## config.mk

```make
export PLATFORM = sky130hd
export DESIGN_NAME = deserializer_32b
export DESIGN_NICKNAME = d
export VERILOG_FILES = /design/src/rtl/deser_pkg.sv /design/src/rtl/sipo_shift.sv /design/src/rtl/deserializer_32b.sv
export SDC_FILE = /design/constraint.sdc
export NUM_CORES = 1
export LEC_CHECK = 0
export CORE_MARGIN = 5
export CORE_UTILIZATION = 55
export CTS_CLUSTER_DIAMETER = 100
export DETAILED_ROUTE_END_ITERATION = 8
export MAX_ROUTING_LAYER = met4
export PLACE_DENSITY = 0.77
export SETUP_SLACK_MARGIN = 0.3
export SLEW_MARGIN = 10
export SYNTH_ARGS = -nofsm -noshare
export SYNTH_HDL_FRONTEND = slang
export SYNTH_HIERARCHICAL = 1
export SYNTH_SLANG_ARGS = --single-unit
export TNS_END_PERCENT = 10
```

## constraint.sdc

```tcl
create_clock -name clk -period 2.1 [get_ports clk]
set_input_delay 0.42 -clock clk [delete_from_list [all_inputs] [get_ports clk]]
set_output_delay 0.42 -clock clk [all_outputs]
set_load 0.02 [all_outputs]
```

## src/rtl/deser_pkg.sv

```systemverilog
// Shared types and defaults for the serial-to-parallel frame receiver.
// DESER_PARITY_EN adds the PAR state for the trailing even-parity bit.
package deser_pkg;

  localparam int DESER_WIDTH_DEF = 32;

`ifdef DESER_PARITY_EN
  typedef enum logic [1:0] {
    ST_IDLE  = 2'd0,
    ST_SHIFT = 2'd1,
    ST_PAR   = 2'd2,
    ST_HOLD  = 2'd3
  } deser_state_t;
`else
  typedef enum logic [1:0] {
    ST_IDLE  = 2'd0,
    ST_SHIFT = 2'd1,
    ST_HOLD  = 2'd3
  } deser_state_t;
`endif

endpackage

```

## src/rtl/sipo_shift.sv

```systemverilog
// LSB-first shift register with saturating bit counter, falling-edge clocked.
// clr resets only the counter; the register keeps its contents until shifted.
module sipo_shift
  import deser_pkg::*;
#(
  parameter int WIDTH = DESER_WIDTH_DEF
) (
  input  logic                         clk,
  input  logic                         r_n,
  input  logic                         clr,
  input  logic                         en,
  input  logic                         sin,
  output logic [WIDTH-1:0]             q,
  output logic [$clog2(WIDTH+1)-1:0]   cnt
);

  localparam int CW = $clog2(WIDTH + 1);

  always_ff @(negedge clk or negedge r_n) begin
    if (!r_n) begin
      q   <= '0;
      cnt <= '0;
    end else if (clr) begin
      cnt <= '0;
    end else if (en) begin
      q <= {sin, q[WIDTH-1:1]};
      if (cnt != CW'(WIDTH))
        cnt <= cnt + 1'b1;
    end
  end

endmodule

```

## src/rtl/deserializer_32b.sv

```systemverilog
// Framed serial-in/parallel-out receiver with hold/handshake and overrun flag.
// Define DESER_PARITY_EN to capture a trailing even-parity bit and expose par_err.
module deserializer_32b
  import deser_pkg::*;
#(
  parameter int WIDTH = DESER_WIDTH_DEF
) (
  input  logic             clk,
  input  logic             r_n,
  input  logic             start,
  input  logic             sin,
  input  logic             sin_valid,
  input  logic             out_ready,
  output logic [WIDTH-1:0] data,
  output logic             data_valid,
  output logic             busy,
  output logic             overrun
`ifdef DESER_PARITY_EN
  ,
  output logic             par_err
`endif
);

  localparam int CW = $clog2(WIDTH + 1);

  deser_state_t     state, state_nx;
  logic [WIDTH-1:0] shreg;
  logic [WIDTH-1:0] held;
  logic [CW-1:0]    cnt;
  logic             clr, en, last;

  assign last = (cnt == CW'(WIDTH - 1));

  sipo_shift #(.WIDTH(WIDTH)) u_sipo (
    .clk (clk),
    .r_n (r_n),
    .clr (clr),
    .en  (en),
    .sin (sin),
    .q   (shreg),
    .cnt (cnt)
  );

  always_comb begin
    state_nx = state;
    clr      = 1'b0;
    en       = 1'b0;
    unique case (state)
      ST_IDLE: begin
        if (start) begin
          state_nx = ST_SHIFT;
          clr      = 1'b1;
        end
      end
      ST_SHIFT: begin
        // a new start aborts the frame; the start edge never captures sin
        if (start) begin
          clr = 1'b1;
        end else if (sin_valid) begin
          en = 1'b1;
          if (last)
`ifdef DESER_PARITY_EN
            state_nx = ST_PAR;
`else
            state_nx = ST_HOLD;
`endif
        end
      end
`ifdef DESER_PARITY_EN
      ST_PAR: begin
        if (start) begin
          state_nx = ST_SHIFT;
          clr      = 1'b1;
        end else if (sin_valid) begin
          state_nx = ST_HOLD;
        end
      end
`endif
      ST_HOLD: begin
        if (out_ready) begin
          state_nx = start ? ST_SHIFT : ST_IDLE;
          clr      = start;
        end
      end
      default: state_nx = ST_IDLE;
    endcase
  end

  always_ff @(negedge clk or negedge r_n) begin
    if (!r_n) begin
      state   <= ST_IDLE;
      held    <= '0;
      overrun <= 1'b0;
`ifdef DESER_PARITY_EN
      par_err <= 1'b0;
`endif
    end else begin
      state <= state_nx;
      // snapshot on acknowledge so data stays put once the register refills
      if (state == ST_HOLD && out_ready)
        held <= shreg;
      if (state == ST_HOLD && start && !out_ready)
        overrun <= 1'b1;
`ifdef DESER_PARITY_EN
      if (state == ST_PAR && !start && sin_valid)
        par_err <= (^shreg) ^ sin;
`endif
    end
  end

  assign data       = (state == ST_HOLD) ? shreg : held;
  assign data_valid = (state == ST_HOLD);
`ifdef DESER_PARITY_EN
  assign busy       = (state == ST_SHIFT) || (state == ST_PAR);
`else
  assign busy       = (state == ST_SHIFT);
`endif

endmodule

```

==> results of run 1 <==
==> cell families after synthesis <==
kind of cell | share of synthesized area, %
simple gates | 5.59
buf+inv | 2.78
fa+ha+maj | 0.731
compound gates | 2.12
mux | 34.9
xor+xnor | 0.512
flops | 53.4
==> power by group <==
part	total (mW)	switching [mW]	internal, mW
combinational	0.339	0.142	0.196
clock	1.03	0.496	0.538
sequential	1.53	0.0401	1.49
==> worst register-to-register path, stage by stage, from the launching register on <==
cell and delay [ns]:
dfrtn_1 0.45, buf_4 0.13, buf_6 0.10, nor4bb_4 0.43
buf_4 0.23, nand3_1 0.12, or3_1 0.38, a21oi_1 0.14
==> sequential cells by signal, indices dropped and copies added (netlist names) <==
register	count
held	32
state	2
overrun	1
u_sipo/cnt	6
u_sipo/q	32
==> final cells by class <==
cell class	instances	area, um^2
Multi-Input combinational cell	140	1590
Clock inverter	4	45.0
Inverter	5	21.3
Tap cell	75	93.8
Timing Repair Buffer	102	968
Clock buffer	11	131
Fill cell	358	1320
Sequential cell	73	1830
==> timing repair <==
action                                  4_1_cts  5_1_grt
endpoints found under the setup margin      108      106
pin swaps                                     5        1
setup buffers                                 3        1
gates resized for setup                     196       18
cloned                                        1        1
==> metrics by stage <==
stage / setup WS [ns] / instances
after floorplan: -0.561 / 229
after global placement: -1.09 / 389
after detailed placement: -1.13 / 389
after CTS: -0.949 / 408
after global routing: -1.01 / 410
final: -0.952 / 410
==> cell usage in the layout, fill, tap and decap left out, types with 2 or more instances in the layout <==
cell type	count
a21oi_1	2
buf_12	9
buf_2	10
buf_4	62
buf_6	16
buf_8	2
clkbuf_1	2
clkbuf_8	9
clkinv_2	3
dfrtn_1	73
ha_1	2
inv_1	4
mux2_2	57
mux2_4	39
nand2_1	3
nand3_1	2
nand4_1	3
nor2_1	4
o21ai_0	3
xor2_1	2
==> routing by layer <==
metal	track usage, %	routed length, um	vias to the layer above
met5	-	0	-
met2	32.9	3590	58
met1	27.1	3330	1133
met3	5.49	319	8
met4	6.59	99	0
li1	-	-	1027
==> how the worst max path moves through the flow <==
stage,from,endpoint,slack (ns)
6_report,state[0],data[9],-0.95
3_3_place_gp,start,u_sipo/cnt[0],-1.09
4_1_cts,state[0],data[4],-0.95
2_1_floorplan,start,u_sipo/q[10],-0.56
3_5_place_dp,start,u_sipo/cnt[0],-1.13
5_1_grt,state[0],data[9],-1.01
==> flow_summary.yaml, run 1 <==
clock_network:
  h-tree-depth: 3
  clk_latency_ns: 0.33
  cts_buffers: 9
  clk_pin_slew_worst_paths_ns: 0.05
  clk_path_buf_depth: 2
  cts_root_buf: "clkbuf_8"
  clock_sinks: 73
  cts_tree: "built"
  cts_hold_buf: 0
sta:
  holdWs_ns: 0.457
  slew_headroom_pct: 74.2
  final-hold-violation-count: 0
  layout_setup_ws_ns: -0.952
  setup_viol: 73
  fin_tns_setup_ns: -40.31
  clock_skew_ns: 0.00614
  worst_slew_pin_slew_ns: 0.387
  final_max_slew_viol_count: 0
  rsz0062_at_grt: "true"
worst_setup_path:
  r2r_start: "state[0]"
  r2r_end: "u_sipo/cnt[5]"
  cp_top_family: "flip-flops"
  r2r_slack_ns: 0.15
  end_kind: "output pin"
  slowest_delay_ns: 0.45
  critical_path.slowest_cell: "dfrtn_1"
  arrival_ns: 2.63
  worst-path-buf-inv: 3
  r2r_cells: 7
  path_class: "reg -> out"
  worstPathCellList: "nand2_4, buf_12, buf_16, mux2_4, buf_6"
  worst-path-stages: 5
  cp.required_ns: 1.68
  critPathMaxFanout: 5
  startpoint_type: "flop"
place:
  io_buffers: 40
  dp_hpwl_mm: 4.64
  place_congestion: 0.792
  dpl_cell_area_um2: 4400
synthesis:
  synthTopCellsByCount: "dfrtn_1 (73), mux2_2 (66), mux2_4 (30)"
  synth.cell_area_um2: 3420
  yosysTopAreaCell: "dfrtn_1"
  synth_edf_count: 0
  ys_types: 36
  synth_top_cell_area_share_pct: 53.4
  syn_area_per_cell_um2: 14.9
  ys_ff_latch: 73
  synth_cells: 229
  ys.flop_type: "dfrtn_1"
  syn-num-nets: 237
  yosys-top-cells-area: "dfrtn_1 (53%), mux2_2 (22%), mux2_4 (13%)"
  yosys.cell_count.top_type: "dfrtn_1"
  yosysSeqAreaShare_pct: 53.4
  yosys_warnings: 6
  ys_async_sr_fraction_pct: 100
layout:
  area_growth_pct: 36.6
  antenna_cells: 0
  layout.nets: 339
  drive_gt1_share_pct: 66.3
  final_core_util_pct: 78.0
  fin_area_um2: 4670
power_and_ir_drop:
  p_per_area_nw_per_um2: 621
  leakagePower_nw: 2.54
  ir_worst_vdd_uv: 570
  power.total_mw: 2.91
grt:
  grt_pass1_wl_mm: 12.2
  grt_overflow_total: 0
  grt_pass1_vias: 2476
  grt_max_degree: 40
  antenna_found_initial: 0
  grt_usage_pct: 21.1
routing:
  vias: 2226
  drt-pass1-iter-count: 4
  antenna_left: 0
  drt_iter0_drc: 115
  wl_per_cell_um: 17.9
  drc: 0
  vias_per_cell: 5.43
  wirelength_mm: 7.33
hold_path:
  hold_end: "held[19]"
  min_path_cells: 1
  min_path_type: "reg -> reg"
  min_from: "held[19]"
floorplan:
  die_area_um2: 7900
  fp.dieH_um: 88.9
  placementRows: 28
  io_pins: 41
  die_x_um: 88.9
  start_util_pct: 57.1
  core_um2: 5990
job:
  drv_cap: 0
outcome:
  status: "finished, violations left"
  violations: "setup timing"
Note: power is estimated with default switching activity, not from simulation.
==> run 2, diff against run 1 <==
--- a/config.mk
+++ b/config.mk
@@ -12,6 +12,7 @@
 export MAX_ROUTING_LAYER = met4
 export PLACE_DENSITY = 0.77
 export SETUP_SLACK_MARGIN = 0.3
+export SKIP_LAST_GASP = 1
 export SLEW_MARGIN = 10
 export SYNTH_ARGS = -nofsm -noshare
 export SYNTH_HDL_FRONTEND = slang
==> run 2 against run 1 <==
  * Register-to-register slack worse by 0.07 ns
  * Critical path type unchanged
  * Sequential share of layout area is 0.69 points higher
  * Clock-buffer cell count stayed put
  * Global-route usage is 0.65 points lower
  * The run still ends with setup timing left
  * Critical path depth stayed put
  * Combinational power is 4% lower
  * Highest routed layer unchanged
  * Clock skew hardly changed
  * First-iteration DRC count is 6.1% lower
==> flow_summary.yaml, run 2 (synthesis gave the netlist of run 1 again) <==
worst_setup_path:
  startpoint_type: "flop"
  endpoint: "data[19]"
  critical_path.slowest_cell: "dfrtn_1"
  cp.required_ns: 1.68
  end_kind: "output pin"
  r2r_cells: 7
  r2r_end: "u_sipo/cnt[5]"
  slowest_delay_ns: 0.45
  critPathMaxFanout: 5
  path_class: "reg -> out"
  worstPathCellList: "nand2_4, buf_12, clkbuf_16, mux2_2, buf_6"
  r2r_start: "state[0]"
  arrival_ns: 2.63
  crit_start: "state[0]"
  r2r_slack_ns: 0.08
sta:
  final-hold-violation-count: 0
  layout_setup_ws_ns: -0.954
  final_max_slew_viol_count: 0
  rsz0062_at_grt: "true"
  worst_slew_pin_slew_ns: 0.386
  slew_headroom_pct: 74.2
  setup_viol: 108
  holdWs_ns: 0.455
  clock_skew_ns: 0.00641
clock_network:
  clk_latency_ns: 0.33
  h-tree-depth: 3
  clk_path_buf_depth: 2
  clk_pin_slew_worst_paths_ns: 0.05
  cts_tree: "built"
  clock_sinks: 73
  cts_root_buf: "clkbuf_8"
  cts_buffers: 9
routing:
  wl_per_cell_um: 17.1
  vias_per_cell: 5.40
  drc: 0
  drt_iter0_drc: 108
  vias: 2210
  drt-pass1-iter-count: 4
  antenna_left: 0
  wirelength_mm: 6.99
layout:
  layout.nets: 338
  stdcell_count: 409
  final_common_cell: "dfrtn_1"
  mostFrequentLayoutCells: "dfrtn_1 (73), mux2_2 (64), buf_4 (50), mux2_4 (32), buf_2 (19)"
  antenna_cells: 0
  reg_top3: "held (32), u_sipo/q (32), u_sipo/cnt (6)"
  drive_gt1_share_pct: 64.1
  area_growth_pct: 34.2
floorplan:
  fp.dieH_um: 88.9
  start_util_pct: 57.1
  die_area_um2: 7900
  die_x_um: 88.9
  placementRows: 28
  io_pins: 41
  core_um2: 5990
hold_path:
  min_path_type: "reg -> reg"
power_and_ir_drop:
  leakagePower_nw: 2.50
  ir_worst_vdd_uv: 566
  p_per_area_nw_per_um2: 630
  power.total_mw: 2.89
place:
  io_buffers: 40
  place_congestion: 0.792
  place_inst: 389
  dp_hpwl_mm: 4.64
  pre_cts_ws_ns: -1.13
outcome:
  status: "finished, violations left"
  violations: "setup timing"
grt:
  grt_max_degree: 40
  grt_pass1_wl_mm: 11.8
  grt_pass1_vias: 2442
  grt_overflow_total: 0
  grt_usage_pct: 20.5
  antenna_found_initial: 0
job:
  drv_cap: 0
-- run 2: cell types whose count changed in the layout (fill, tap and decap cells not counted), moves of 2 or more --
cell	change
buf_4	-12
buf_2	+9
mux2_4	-7
mux2_2	+7
buf_8	-2
buf_6	-7
clkdlybuf4s50_1	+4
clkdlybuf4s15_2	+5
dlygate4sd2_1	+2
-- run 2: layer usage --
| metal | wire length (um) | track usage, % | vias to the layer above |
|---|---|---|---|
| li1 | - | - | 1029 |
| met1 | 3250 | 26.7 | 1114 |
| met2 | 3340 | 31.8 | 57 |
| met3 | 299 | 5.03 | 10 |
| met4 | 104 | 6.04 | 0 |
| met5 | 0 | - | - |
-- run 2: timing repair --
| item | CTS | global route |
|---|---|---|
| cloned | 1 | 1 |
| hold buffers | 0 | 0 |
| resized for setup | 144 | 2 |
| endpoints found under the setup margin | 108 | 108 |
| buffers inserted | 3 | 0 |
| pin swaps | 1 | 1 |
-- run 2: worst min path at each step --
stage | slack, ns | cells past startpoint | endpoint | start
2_1_floorplan | 0.43 | 1 | held[11] | held[11]
5_1_grt | 0.47 | 1 | held[27] | held[27]
4_1_cts | 0.45 | 1 | held[24] | held[24]
3_3_place_gp | 0.45 | 1 | held[30] | held[30]
6_report | 0.46 | 1 | held[24] | held[24]
3_5_place_dp | 0.45 | 1 | held[24] | held[24]
-- run 2: stage by stage --
stage	TNS (ns)	utilization [%]	instance area (um^2)
after floorplan	-37.03	-	3480
after global placement	-93.13	73.4	4400
after detailed placement	-94.08	73.4	4400
after CTS	-69.96	76.3	4570
after global routing	-75.29	76.7	4590
final	-70.50	76.7	4590
-- run 2: critical path, delay by kind of cell (launching register included) --
family / cells / cell delay [ns]
buffers and inverters: 3 / 0.42
flip-flops: 1 / 0.45
multiplexers: 1 / 0.28
AND/OR/NAND/NOR: 1 / 0.10
-- run 2: final cells by class --
cell class                 count  area [um^2]
clock buffer                  11          131
clock inverter                 4         45.0
fill                         371         1400
inverter                       5         18.8
multi-input combinational    140         1550
sequential                    73         1830
tap                           75         93.8
timing repair buffer         101          928
-- run 2: where the power goes --
| part | total [mW] | switching [mW] | internal [mW] |
|---|---|---|---|
| clock | 1.04 | 0.498 | 0.538 |
| combinational | 0.326 | 0.136 | 0.190 |
| sequential | 1.53 | 0.0391 | 1.49 |
| total | 2.89 | 0.673 | 2.22 |
==> run 3, diff against run 2 <==
--- a/config.mk
+++ b/config.mk
@@ -12,6 +12,7 @@
 export MAX_ROUTING_LAYER = met4
 export PLACE_DENSITY = 0.77
 export SETUP_SLACK_MARGIN = 0.3
+export SKIP_CTS_REPAIR_TIMING = 1
 export SKIP_LAST_GASP = 1
 export SLEW_MARGIN = 10
 export SYNTH_ARGS = -nofsm -noshare
==> run 3 against run 2 <==
  * The run still ends with setup timing left
  * Non-clock buffer count down 1
  * Wire length fell by 0.50%
  * Final area fell by 2.7%
  * Clock-buffer cell count stayed put
  * Die area did not move
  * Cell count fell by 0.24%
  * Sequential share of layout area up 1.1 points
  * Via count fell by 1.5%
  * Total power decreased by 0.22%
  * Sequential power is essentially flat
  * Critical endpoint is now data[11]
  * Largest cell class unchanged
==> flow_summary.yaml, run 3 (synthesis gave the netlist of run 1 again) <==
floorplan:
  fp.dieH_um: 88.9
  die_area_um2: 7900
  placementRows: 28
  core_um2: 5990
  start_util_pct: 57.1
  io_pins: 41
  die_x_um: 88.9
outcome:
  violations: "setup timing"
  status: "finished, violations left"
power_and_ir_drop:
  power.total_mw: 2.89
  leakagePower_nw: 2.48
  p_sw_share_pct: 23.1
  p_per_area_nw_per_um2: 646
  clkPwrFrac_pct: 35.7
  p_int_mw: 2.22
  power_frac_comb_pct: 11.3
  p_switching_uw: 667
  ir_worst_vdd_uv: 565
  power_frac_seq_pct: 53.0
worst_setup_path:
  r2r_start: "state[0]"
  critPathMaxFanout: 11
  cp.required_ns: 1.68
  end_kind: "output pin"
  crit_start: "state[1]"
  path_class: "reg -> out"
  arrival_ns: 2.56
  startpoint_type: "flop"
sta:
  slew_headroom_pct: 73.7
  clock_skew_ns: 0.00613
  final-hold-violation-count: 0
  rsz0062_at_grt: "true"
  setup_viol: 108
  worst_slew_pin_slew_ns: 0.395
  final_max_slew_viol_count: 0
  layout_setup_ws_ns: -0.879
routing:
  vias: 2176
  antenna_left: 0
  vias_per_cell: 5.33
  wirelength_mm: 6.96
  drt_iter0_drc: 129
  wl_per_cell_um: 17.1
  drc: 0
  drt-pass1-iter-count: 4
place:
  io_buffers: 40
  pre_cts_ws_ns: -1.13
  place_congestion: 0.792
  dp_hpwl_mm: 4.64
job:
  drv_cap: 0
hold_path:
  min_path_type: "reg -> reg"
  min_from: "held[24]"
clock_network:
  h-tree-depth: 3
  clock_sinks: 73
  cts_root_buf: "clkbuf_8"
  clk_latency_ns: 0.33
  cts_buffers: 9
  cts_tree: "built"
  clk_pin_slew_worst_paths_ns: 0.05
  clk_path_buf_depth: 2
layout:
  antenna_cells: 0
  mostFrequentLayoutCells: "dfrtn_1 (73), mux2_2 (65), buf_4 (51), mux2_4 (31), clkbuf_2 (24)"
  drive_gt1_share_pct: 64.0
  final_common_cell: "dfrtn_1"
  layout.nets: 337
  area_growth_pct: 30.6
  reg_top3: "held (32), u_sipo/q (32), u_sipo/cnt (6)"
grt:
  grt_usage_pct: 19.8
  grtUsageMet2_pct: 30.0
  grt_pass1_vias: 2398
  antenna_found_initial: 0
  grt_overflow_total: 0
  grt_util_met3_pct: 5.03
  grt-busiest-layer: "met2"
  grt_pass1_wl_mm: 11.5
  grt_max_degree: 40
  grtUsageMet1_pct: 26.4
run 3: worst max-delay path, cell delays in order, from the launching register on:
cell	delay (ns)
dfrtn_1	0.37
nand2_4	0.13
buf_12	0.15
mux2_2	0.35
buf_2	0.17
run 3: worst paths after layout:
path | end | slack, ns | depth (start not counted)
setup / recovery | data[11] | -0.88 | 4
hold / removal | held[24] | 0.45 | 1
setup reg to reg | u_sipo/cnt[5] | 0.13 | 7
hold reg to reg | held[24] | 0.45 | 1
max in group asynchronous | u_sipo/q[7] | 0.83 | 2
min in group asynchronous | held[28] | 1.02 | 2
run 3: layer usage:
layer | vias to the layer above | wire [um]
li1 | 1018 | -
met2 | 49 | 3340
met4 | 0 | 87
met5 | - | 0
met1 | 1101 | 3220
met3 | 8 | 309
run 3: cell type report:
class / instances / area (um^2)
Fill cell: 394 / 1520
Clock buffer: 11 / 131
Sequential cell: 73 / 1830
Clock inverter: 4 / 45.0
Inverter: 5 / 18.8
Tap cell: 75 / 93.8
Timing Repair Buffer: 100 / 808
Multi-Input combinational cell: 140 / 1550
run 3: through the flow:
step	instances	util (%)	setup TNS [ns]	cell area [um^2]	hold slack (ns)
6_report	408	74.6	-69.72	4470	0.453
5_1_grt	408	74.6	-74.40	4470	0.468
4_1_cts	404	76.3	-81.98	4570	0.454
3_5_place_dp	389	73.4	-94.08	4400	0.449
3_3_place_gp	389	73.4	-93.13	4400	0.445
2_1_floorplan	229	-	-37.03	3480	0.434
run 3: power groups by stage:
stage,clock (mW),combinational (mW),sequential [mW]
2_1_floorplan,0,0.113,1.57
3_3_place_gp,0,0.316,1.55
3_5_place_dp,0,0.328,1.55
4_1_cts,1.05,0.329,1.53
5_1_grt,1.12,0.359,1.54
6_report,1.03,0.325,1.53
